**src/rtl/mem_dma.sv**
```systemverilog
// Block copy / block fill initiator for the single-port data memory.
// One word per READ+WRITE pair in copy mode, one word per WRITE in fill mode.
module mem_dma #(
  parameter int DEPTH_WORDS = 64,
  parameter int LEN_W       = 16
) (
  input  logic             clk,
  input  logic             reset_n,
  input  logic             start,
  input  logic             mode,
  input  logic [31:0]      src_addr,
  input  logic [31:0]      dst_addr,
  input  logic [LEN_W-1:0] len,
  input  logic [31:0]      fill_val,
  output logic             busy,
  output logic             done,
  output logic             err,
  output logic [LEN_W-1:0] words_done,
  output logic             mem_we,
  output logic [31:0]      mem_a,
  output logic [31:0]      mem_wd,
  input  logic [31:0]      mem_rd
);

  typedef enum logic [1:0] {S_IDLE, S_READ, S_WRITE, S_DONE} state_t;

  state_t           state_q, state_d;
  logic             mode_q, mode_d;
  logic [31:0]      src_q, src_d;
  logic [31:0]      dst_q, dst_d;
  logic [LEN_W-1:0] len_q, len_d;
  logic [31:0]      fill_q, fill_d;
  logic [31:0]      data_q, data_d;
  logic             err_q, err_d;
  logic [LEN_W-1:0] wd_q, wd_d;

  logic [32:0]      src_end, dst_end;
  logic             range_err;
  logic [LEN_W-1:0] wd_inc;

  // Word-index end points in 33 bits so a huge byte address cannot wrap past the limit.
  assign src_end   = 33'(src_addr >> 2) + 33'(len);
  assign dst_end   = 33'(dst_addr >> 2) + 33'(len);
  assign range_err = (dst_end > 33'(DEPTH_WORDS)) ||
                     (!mode && (src_end > 33'(DEPTH_WORDS)));
  assign wd_inc    = wd_q + LEN_W'(1);

  always_ff @(posedge clk or negedge reset_n) begin
    if (!reset_n) begin
      state_q <= S_IDLE;
      mode_q  <= 1'b0;
      src_q   <= '0;
      dst_q   <= '0;
      len_q   <= '0;
      fill_q  <= '0;
      data_q  <= '0;
      err_q   <= 1'b0;
      wd_q    <= '0;
    end else begin
      state_q <= state_d;
      mode_q  <= mode_d;
      src_q   <= src_d;
      dst_q   <= dst_d;
      len_q   <= len_d;
      fill_q  <= fill_d;
      data_q  <= data_d;
      err_q   <= err_d;
      wd_q    <= wd_d;
    end
  end

  always_comb begin
    state_d = state_q;
    mode_d  = mode_q;
    src_d   = src_q;
    dst_d   = dst_q;
    len_d   = len_q;
    fill_d  = fill_q;
    data_d  = data_q;
    err_d   = err_q;
    wd_d    = wd_q;
    unique case (state_q)
      S_IDLE: begin
        if (start) begin
          mode_d = mode;
          src_d  = src_addr & 32'hFFFF_FFFC;
          dst_d  = dst_addr & 32'hFFFF_FFFC;
          len_d  = len;
          fill_d = fill_val;
          err_d  = range_err;
          wd_d   = '0;
          if (range_err || (len == '0)) state_d = S_DONE;
          else if (mode)                state_d = S_WRITE;
          else                          state_d = S_READ;
        end
      end
      S_READ: begin
        data_d  = mem_rd;
        state_d = S_WRITE;
      end
      S_WRITE: begin
        dst_d = dst_q + 32'd4;
        if (!mode_q) src_d = src_q + 32'd4;
        wd_d = wd_inc;
        if (wd_inc == len_q) state_d = S_DONE;
        else if (mode_q)     state_d = S_WRITE;
        else                 state_d = S_READ;
      end
      S_DONE: state_d = S_IDLE;
      default: state_d = S_IDLE;
    endcase
  end

  // Bus outputs decode straight from state so reset drops mem_we without a clock.
  always_comb begin
    busy       = (state_q != S_IDLE);
    done       = (state_q == S_DONE);
    err        = err_q;
    words_done = wd_q;
    mem_we     = 1'b0;
    mem_a      = '0;
    mem_wd     = '0;
    unique case (state_q)
      S_READ:  mem_a = src_q;
      S_WRITE: begin
        mem_we = 1'b1;
        mem_a  = dst_q;
        mem_wd = mode_q ? fill_q : data_q;
      end
      default: ;
    endcase
  end

endmodule

```
**config.mk**
```make
export PLATFORM = sky130hd
export DESIGN_NAME = mem_dma
export DESIGN_NICKNAME = d
export VERILOG_FILES = /design/src/rtl/mem_dma.sv
export SDC_FILE = /design/constraint.sdc
export NUM_CORES = 1
export LEC_CHECK = 0
export ABC_AREA = 0
export BUFFER_PORTS_ARGS = -buffer_cell sky130_fd_sc_hd__buf_4
export CAP_MARGIN = 0
export CORE_MARGIN = 5
export CORE_UTILIZATION = 54
export DETAILED_ROUTE_END_ITERATION = 10
export PLACE_DENSITY = 0.89
export SLEW_MARGIN = 30
export SYNTH_ARGS = -nofsm -noshare
export SYNTH_HDL_FRONTEND = slang
export SYNTH_SLANG_ARGS = --single-unit
```
**constraint.sdc**
```tcl
create_clock -name clk -period 7.7 [get_ports clk]
set_clock_uncertainty 0.1 [all_clocks]
set_input_delay 1.54 -clock clk [delete_from_list [all_inputs] [get_ports clk]]
set_output_delay 1.54 -clock clk [all_outputs]
set_load 0.03 [all_outputs]
```
Word-level counts from Yosys, hierarchy flattened
Cells that the tools add are included.
- add/sub/neg operators: 5
- order comparisons: 2
- eq/ne operators: 6
- mux-type cells: 17
- reduce and logical (&&, ||, !) cells: 11
- operators by type and width (kind ; number):
    $pmux 32 s2 ; 3
    $mux 32 ; 5
    $add 32x3->32 const B ; 2
    $add 30x16->31 ; 2
    $gt 31x7->1 const B ; 2
    $pmux 16 s2 ; 1
    $add 16x1->16 const B ; 1
    $eq 16x16->1 ; 1
    $logic_not 16->1 ; 1
    $mux 16 ; 1
    $mux 2 ; 5
    $pmux 2 s4 ; 1
    $eq 2x2->1 const B ; 2
    $ne 2x2->1 const B ; 2
    $reduce_and 2->1 ; 2
    $reduce_bool 2->1 ; 2
    $reduce_and 3->1 ; 1
    $eq 2x1->1 const B ; 1
    $logic_not 2->1 ; 1
    $logic_or 1x1->1 ; 2
    $logic_and 1x1->1 ; 1
    $logic_not 1->1 ; 1
    $mux 1 ; 1
- register bits: 164
- input bits: 148
- output and inout bits: 84
- word-level logic and storage cells: 50

Longest topological paths before layout
Gate-level depths: netlist of run 1.
- depth after elaboration: 8
- gate-level depth with buffers: 12
- gate-level depth less buffers: 12

Least setup slack after synthesis of run 1
No wires, ideal clock.
- kind: input to register
- from: input dst_addr[6]
- to: register state_q[1]
- library setup time: 133 ps
- arrival: 3975 ps
- data required time: 7467 ps
- setup slack: 3492 ps
- stages: 11
- path buffers: 1
- cells stage by stage: ha_1 buf_2 a21o_1 a2111oi_0 nand2_1 a21oi_1 xor2_1 nand4_1 or4_1 nor3_1 a31oi_1
- longest elaborated chain between the ends: 7
- RTL lines (element ; line ; text):
    from (decl) ; 12 ; input logic [31:0] dst_addr,
    $add 30x16->31 ; 43 ; assign dst_end = 33'(dst_addr >> 2) + 33'(len);
    $gt 31x7->1 ; 44 ; assign range_err = (dst_end > 33'(DEPTH_WORDS)) ||
    $logic_or 1x1->1 ; 44 ;
    $logic_or 1x1->1 ; 92 ; if (range_err || (len == '0)) state_d = S_DONE;
    $mux 2 ; 92 ;
    $mux 2 ; 84 ; if (start) begin
    $pmux 2 s4 ; 82 ; unique case (state_q)
    to (signal assigned) ; 60 ; state_q <= state_d;
    to (decl) ; 27 ; state_t state_q, state_d;
Every way passes these cells. The select of a mux whose other input is x is not followed.
A chain may end at the register's enable or synchronous reset.

Final worst setup path of run 1
- from: input len[15]
- to: register err_q, in the netlist err
- longest elaborated chain between the ends: 4
- elaborated cells on any way between the ends: 6
- classes of those cells: add/sub (2); order compare (2); reduce/logical (2)
- RTL lines (element ; line ; text):
    from (decl) ; 13 ; input logic [LEN_W-1:0] len,
    $add 30x16->31 ; 42 ; assign src_end = 33'(src_addr >> 2) + 33'(len);
    $gt 31x7->1 ; 45 ; (!mode && (src_end > 33'(DEPTH_WORDS)));
    $logic_and 1x1->1 ; 45 ;
    $logic_or 1x1->1 * ; 44 ;
    to (signal assigned) ; 67 ; err_q <= err_d;
    to (decl) ; 34 ; logic err_q, err_d;
Every way passes the cells marked *; elsewhere a longest branch is shown, timed or not.

==> impl_metrics.csv, run 1 <==
group,metric,value,unit
drt,drc_errors,0,
critical_path,crit_slowest_cell,"or4_1",
pwr,peakVddDrop,0.000257,V
critical_path,path_buf_inv,1,
critical_path,cp.required,7900,ps
drt,vias_per_cell,6.54,
job,drv_cap,0,
cts,cts_buffer_depth,2,
drt,vias,12500,
logic_synthesis,synth_warnings,0,
critical_path,slowest_delay,500,ps
cts,numCtsBuffers,17,
drt,drt-initial-drc-count,1342,
critical_path,cp-start-kind,"input port",
pwr,power_frac_clock,0.154,
cts,numClockSinks,160,
cells_and_area,final_cell_mix,"232 x buf_4, 159 x dfrtp_1, 133 x nand2_1",
timing,hold_viol_final,0,
timing,slew_headroom,0.413,
grt,grt_pass1_wl,64800,µm
drt,drt_first_pass_iters,6,
pwr,power.share.sequential,0.298,
pwr,power_leakage,6.28,nW
floorplanning,start_util,0.546,
critical_path,cpLargestDelayFamily,"simple AND/OR/NAND/NOR gates",
placed_design,hpwl,30300,µm
critical_path,cp-startpoint,"len[15]",
min_path,hp-start,"data_q[18]",
logic_synthesis,ys_seq_elements,160,
cts,htreeDepth,4,
logic_synthesis,async_flop_share,1.00,
grt,grt_max_degree,104,
cells_and_area,final_common_cell,"buf_4",
floorplanning,fp.dieW,161,µm
timing,tightestPinTransition,872,ps
critical_path,path_class,"input port to flip-flop",
timing,post-route-period-util,0.603,
logic_synthesis,netlist_area,12300,µm²
critical_path,crit_arrival,4840,ps
pwr,p_sw,2.60,mW
cts,cts_hold_buffers,0,
placed_design,place_congestion,0.971,
floorplanning,pin_count,232,
logic_synthesis,synth_cells,1466,
cts,root_buffer,"clkbuf_16",
logic_synthesis,synth_ff_type,"dfrtp_1",
cts,clock_latency,440,ps
timing,rsz0062_at_grt,"no",
critical_path,r2r_start,"state_q[0]",
logic_synthesis,synth.yosys.seq_area_share,0.325,
drt,finalWirelength,40700,µm
floorplanning,coreArea,22600,µm²
outcome,status,"completed",
placed_design,io_buffer_count,225,
cells_and_area,antenna_cells,0,
pwr,p_int,2.93,mW
cells_and_area,fin_util,0.651,
floorplanning,row_count,55,
floorplanning,die_h,161,µm
logic_synthesis,avgSynthCellArea,8.40,µm²
critical_path,worstSetupEndpointType,"flip-flop",
pwr,fin_total_pwr,5.53,mW
drt,ant_nets,0,
cts,post_cts_buffers,0,
grt,grt_overflow,0,
cells_and_area,area.growth.synth_to_final,19.2,%
cells_and_area,layout-drive-gt1-share,0.226,
critical_path,crit_path_max_fanout,11,
min_path,hold_class,"flip-flop to flip-flop",
cts,post_cts_resized,0,
pwr,power_per_cell_area,376,nW/µm²
grt,grt_pass1_vias,12400,
cells_and_area,final_nets,1811,
timing,final.setup.tns,0,ps
timing,clock.fmax,0.215,GHz
cts,cts_tree,"built",
timing,finalSetupViolCount,0,
pwr,switching_share,0.470,
cts,path_clk_slew,70,ps
grt,grt_usage,0.306,
drt,post_drt_wl_per_cell,21.2,µm
timing,period_needed,4640,ps
pwr,p_comb_frac,0.548,
logic_synthesis,ys_types,76,
logic_synthesis,synth_edf_count,0,
grt,antenna_found_initial,0,
timing,slew_violations,0,
critical_path,crit_chain,"buf_4, ha_1, a21oi_1, nor2_1, a2111oi_0, nand4_1, nor4_1, nand4_1, or4_1, nor3_1, a21oi_1",
floorplanning,fp.dieArea,25900,µm²
[through the flow]
step	cell area, µm²	hold slack (ps)	instances	worst slack (ps)
floorplan	12300	370	1467	3490
global placement	14100	389	1886	2760
detailed placement	14100	395	1887	2700
CTS	14700	411	1918	3090
global route	14700	427	1918	2940
finish	14700	409	1918	3060
[power groups by stage]
stage          logic, mW  clock network, mW  registers (mW)
2_1_floorplan       2.20                  0            1.50
3_3_place_gp        2.89                  0            1.61
3_5_place_dp        2.99                  0            1.64
4_1_cts             3.01              0.861            1.63
5_1_grt             3.28              0.898            1.70
6_report            3.03              0.849            1.65
[final timing paths]
| path | cells past startpoint | to | slack (ps) |
|---|---|---|---|
| min | 1 | data_q[18] | 410 |
| max in group asynchronous | 2 | mode_q | 5160 |
| min reg2reg | 1 | data_q[18] | 410 |
| max | 11 | err | 3060 |
| min in group asynchronous | 1 | fill_q[11] | 1070 |
| max reg2reg | 11 | src_q[21] | 4190 |
[final cells by class]
type,count,area (µm²)
multi-input combinational,1168,7800
sequential,160,4010
clock inverter,14,163
tap,285,357
inverter,38,143
fill,1832,7880
timing repair buffer,236,1790
clock buffer,17,425
[logic make-up (layout without fill, tap and decap cells)]
logic type,count (synthesis),after routing,synth area share
fa+ha+maj,43,43,0.0447
other cells,1,2,0.000304
mux,142,142,0.123
simple gates,503,503,0.206
flops,160,160,0.325
buf+inv,139,305,0.0442
xor+xnor,38,38,0.0270
compound gates,440,440,0.229
[synth_stat cells (all sizes together), types with 4 or more instances]
master / count / area, µm²
a31oi: 22 / 138
nand2: 134 / 505
mux2i: 63 / 631
inv: 38 / 143
and2: 11 / 68.8
buf: 27 / 124
a21o: 9 / 67.6
a222oi: 4 / 40.0
nor2b: 34 / 213
and3: 29 / 183
nor3: 31 / 171
dfrtp: 160 / 4000
nand2b: 15 / 93.8
a2111oi: 5 / 50.0
mux2: 79 / 890
xnor2: 22 / 193
ha: 40 / 500
a22o: 4 / 35.0
a22oi: 32 / 240
xor2: 16 / 140
a21boi: 6 / 45.1
o31ai: 13 / 111
o21a: 8 / 60.1
a41oi: 4 / 35.0
o21ai: 98 / 490
nand4: 34 / 213
or3: 6 / 37.5
nor4: 13 / 87.6
nand3: 68 / 358
nor2: 97 / 364
o2bb2ai: 6 / 52.6
o211ai: 10 / 75.1
a211oi: 10 / 75.1
o2111ai: 6 / 52.6
o22ai: 50 / 313
and4: 12 / 105
or2: 4 / 25.0
nor3b: 6 / 45.0
clkbuf: 74 / 278
a21oi: 111 / 556
o22a: 18 / 158
[flip-flops by register name, summed over array words and instances (netlist names)]
name        cells
state_q         2
err             1
mode_q          1
dst_q          30
src_q          30
data_q         32
words_done     16
fill_q         32
len_q          16
[per-layer routing]
metal,global-route usage,wire length (µm),vias up
li1,-,-,5792
met1,0.391,15700,5978
met2,0.496,18900,643
met3,0.0753,4220,122
met4,0.136,1830,0
met5,0,0,-
Note: power is estimated with default switching activity, not from simulation.
==> run 2: changes to the inputs <==
- CORE_UTILIZATION: 54 -> 52
- PLACE_DENSITY: 0.89 -> 0.9
- clock period: 7.7 -> 4.1 ns (I/O delays scaled with it)
==> impl_metrics.csv, run 2 (synthesis results as in run 1) <==
group,metric,value,unit
outcome,status,"completed",
critical_path,cp.required,4320,ps
critical_path,crit_arrival,4010,ps
pwr,switching_share,0.470,
timing,tightestPinTransition,906,ps
timing,setup_ws,306,ps
cells_and_area,layout-drive-gt1-share,0.244,
timing,hold_viol_final,0,
cells_and_area,final_nets,1851,
cells_and_area,final_common_cell,"buf_4",
floorplanning,fp.dieW,164,µm
floorplanning,start_util,0.526,
timing,post-route-period-util,0.925,
min_path,hold_class,"input port to asynchronous set/reset pin",
pwr,power.share.sequential,0.299,
critical_path,path_buf_inv,2,
critical_path,cpLargestDelayFamily,"simple AND/OR/NAND/NOR gates",
cts,htreeDepth,4,
cells_and_area,final_cell_mix,"273 x buf_4, 159 x dfrtp_1, 133 x nand2_1",
cts,post_cts_resized,0,
critical_path,path_class,"input port to flip-flop",
pwr,p_comb_frac,0.540,
critical_path,cp-start-kind,"input port",
floorplanning,coreArea,23400,µm²
drt,drc_errors,0,
floorplanning,row_count,56,
job,drv_cap,0,
timing,slew_violations,0,
critical_path,worstSetupEndpointType,"flip-flop",
grt,grt_pass1_wl,66400,µm
drt,drt-initial-drc-count,1628,
cells_and_area,fillers,1925,
cells_and_area,multi_input_area,7800,µm²
drt,finalWirelength,42000,µm
drt,vias_per_cell,6.46,
pwr,p_int,5.62,mW
cts,clock_latency,440,ps
floorplanning,pin_count,232,
critical_path,cp-startpoint,"len[0]",
cts,root_buffer,"clkbuf_16",
cells_and_area,top_regs,"data_q (32), fill_q (32)",
floorplanning,die_h,164,µm
cts,path_clk_slew,80,ps
timing,slew_headroom,0.396,
timing,rsz0062_at_grt,"no",
grt,antenna_found_initial,0,
drt,post_drt_wl_per_cell,21.1,µm
drt,ant_nets,0,
placed_design,io_buffer_count,225,
critical_path,crit_slowest_cell,"a2111oi_0",
placed_design,place_ws,-30.2,ps
timing,final.setup.tns,0,ps
critical_path,crit_path_max_fanout,4,
pwr,power_leakage,6.50,nW
placed_design,hpwl,31000,µm
timing,clock.fmax,0.264,GHz
timing,finalSetupViolCount,0,
drt,drt_first_pass_iters,7,
floorplanning,fp.dieArea,26900,µm²
cts,numCtsBuffers,17,
cts,cts_buffer_depth,2,
pwr,power_frac_clock,0.162,
cells_and_area,antenna_cells,0,
cells_and_area,area.growth.synth_to_final,22.4,%
cts,cts_hold_buffers,0,
cts,numClockSinks,160,
critical_path,slowest_delay,500,ps
pwr,power_per_cell_area,703,nW/µm²
pwr,peakVddDrop,0.000466,V
grt,grt_overflow,0,
cts,cts_tree,"built",
critical_path,crit_chain,"buf_4, ha_1, fa_1, xor2_1, or3_1, a2111oi_0, o21ai_0, nor4_1, nand4_1, nor4_1, buf_4, a31oi_1",
pwr,p_sw,4.99,mW
grt,grt_max_degree,92,
critical_path,r2r_start,"words_done[0]",
grt,grt_usage,0.308,
cts,post_cts_buffers,0,
drt,vias,12900,
placed_design,place_congestion,0.953,
cells_and_area,seq_area,4010,µm²
grt,grt_pass1_vias,12500,
timing,period_needed,3790,ps
==> run 2: cell count changes in the layout (fill, tap and decap cells not counted), sizes merged <==
cell / before / now
bufinv: 0 / 1
inv: 46 / 48
buf: 236 / 276
clkinv: 6 / 4
==> run 2: layout make-up <==
| type | instances | area share |
|---|---|---|
| clock buffer | 17 | 0.0282 |
| multi-input combinational | 1168 | 0.517 |
| tap | 319 | 0.0265 |
| timing repair buffer | 276 | 0.139 |
| clock inverter | 15 | 0.0136 |
| sequential | 160 | 0.266 |
| inverter | 38 | 0.00946 |
==> run 2: path summary, 6_finish.rpt <==
kind / end / slack, ps / depth (start not counted)
setup / recovery: state_q[1] / 310 / 12
hold / removal: fill_q[23] / 330 / 1
setup reg to reg: state_q[1] / 800 / 10
hold reg to reg: data_q[21] / 410 / 1
max in group asynchronous: src_q[20] / 2760 / 2
min in group clk: data_q[21] / 410 / 1
==> run 2: per-stage QoR <==
stage	utilization	hold WS [ps]	total power, mW	cells	area, µm²
after floorplan	-	370	6.96	1467	12300
after global placement	0.617	388	8.53	1961	14500
after detailed placement	0.617	395	8.76	1961	14500
after CTS	0.644	356	10.5	1993	15100
after global routing	0.644	390	11.2	1993	15100
final	0.644	335	10.6	1993	15100
==> run 2: layer usage <==
layer,part of all wire,global-route usage
met1,0.37,0.387
met2,0.47,0.502
met3,0.11,0.0780
met4,0.046,0.136
met5,0,0
==> run 2: power by group through the flow <==
stage	Clock, mW	Combinational [mW]	Sequential (mW)
floorplan	0	4.13	2.83
global placement	0	5.45	3.07
detailed placement	0	5.62	3.14
CTS	1.73	5.66	3.13
global route	1.80	6.17	3.27
finish	1.72	5.72	3.17
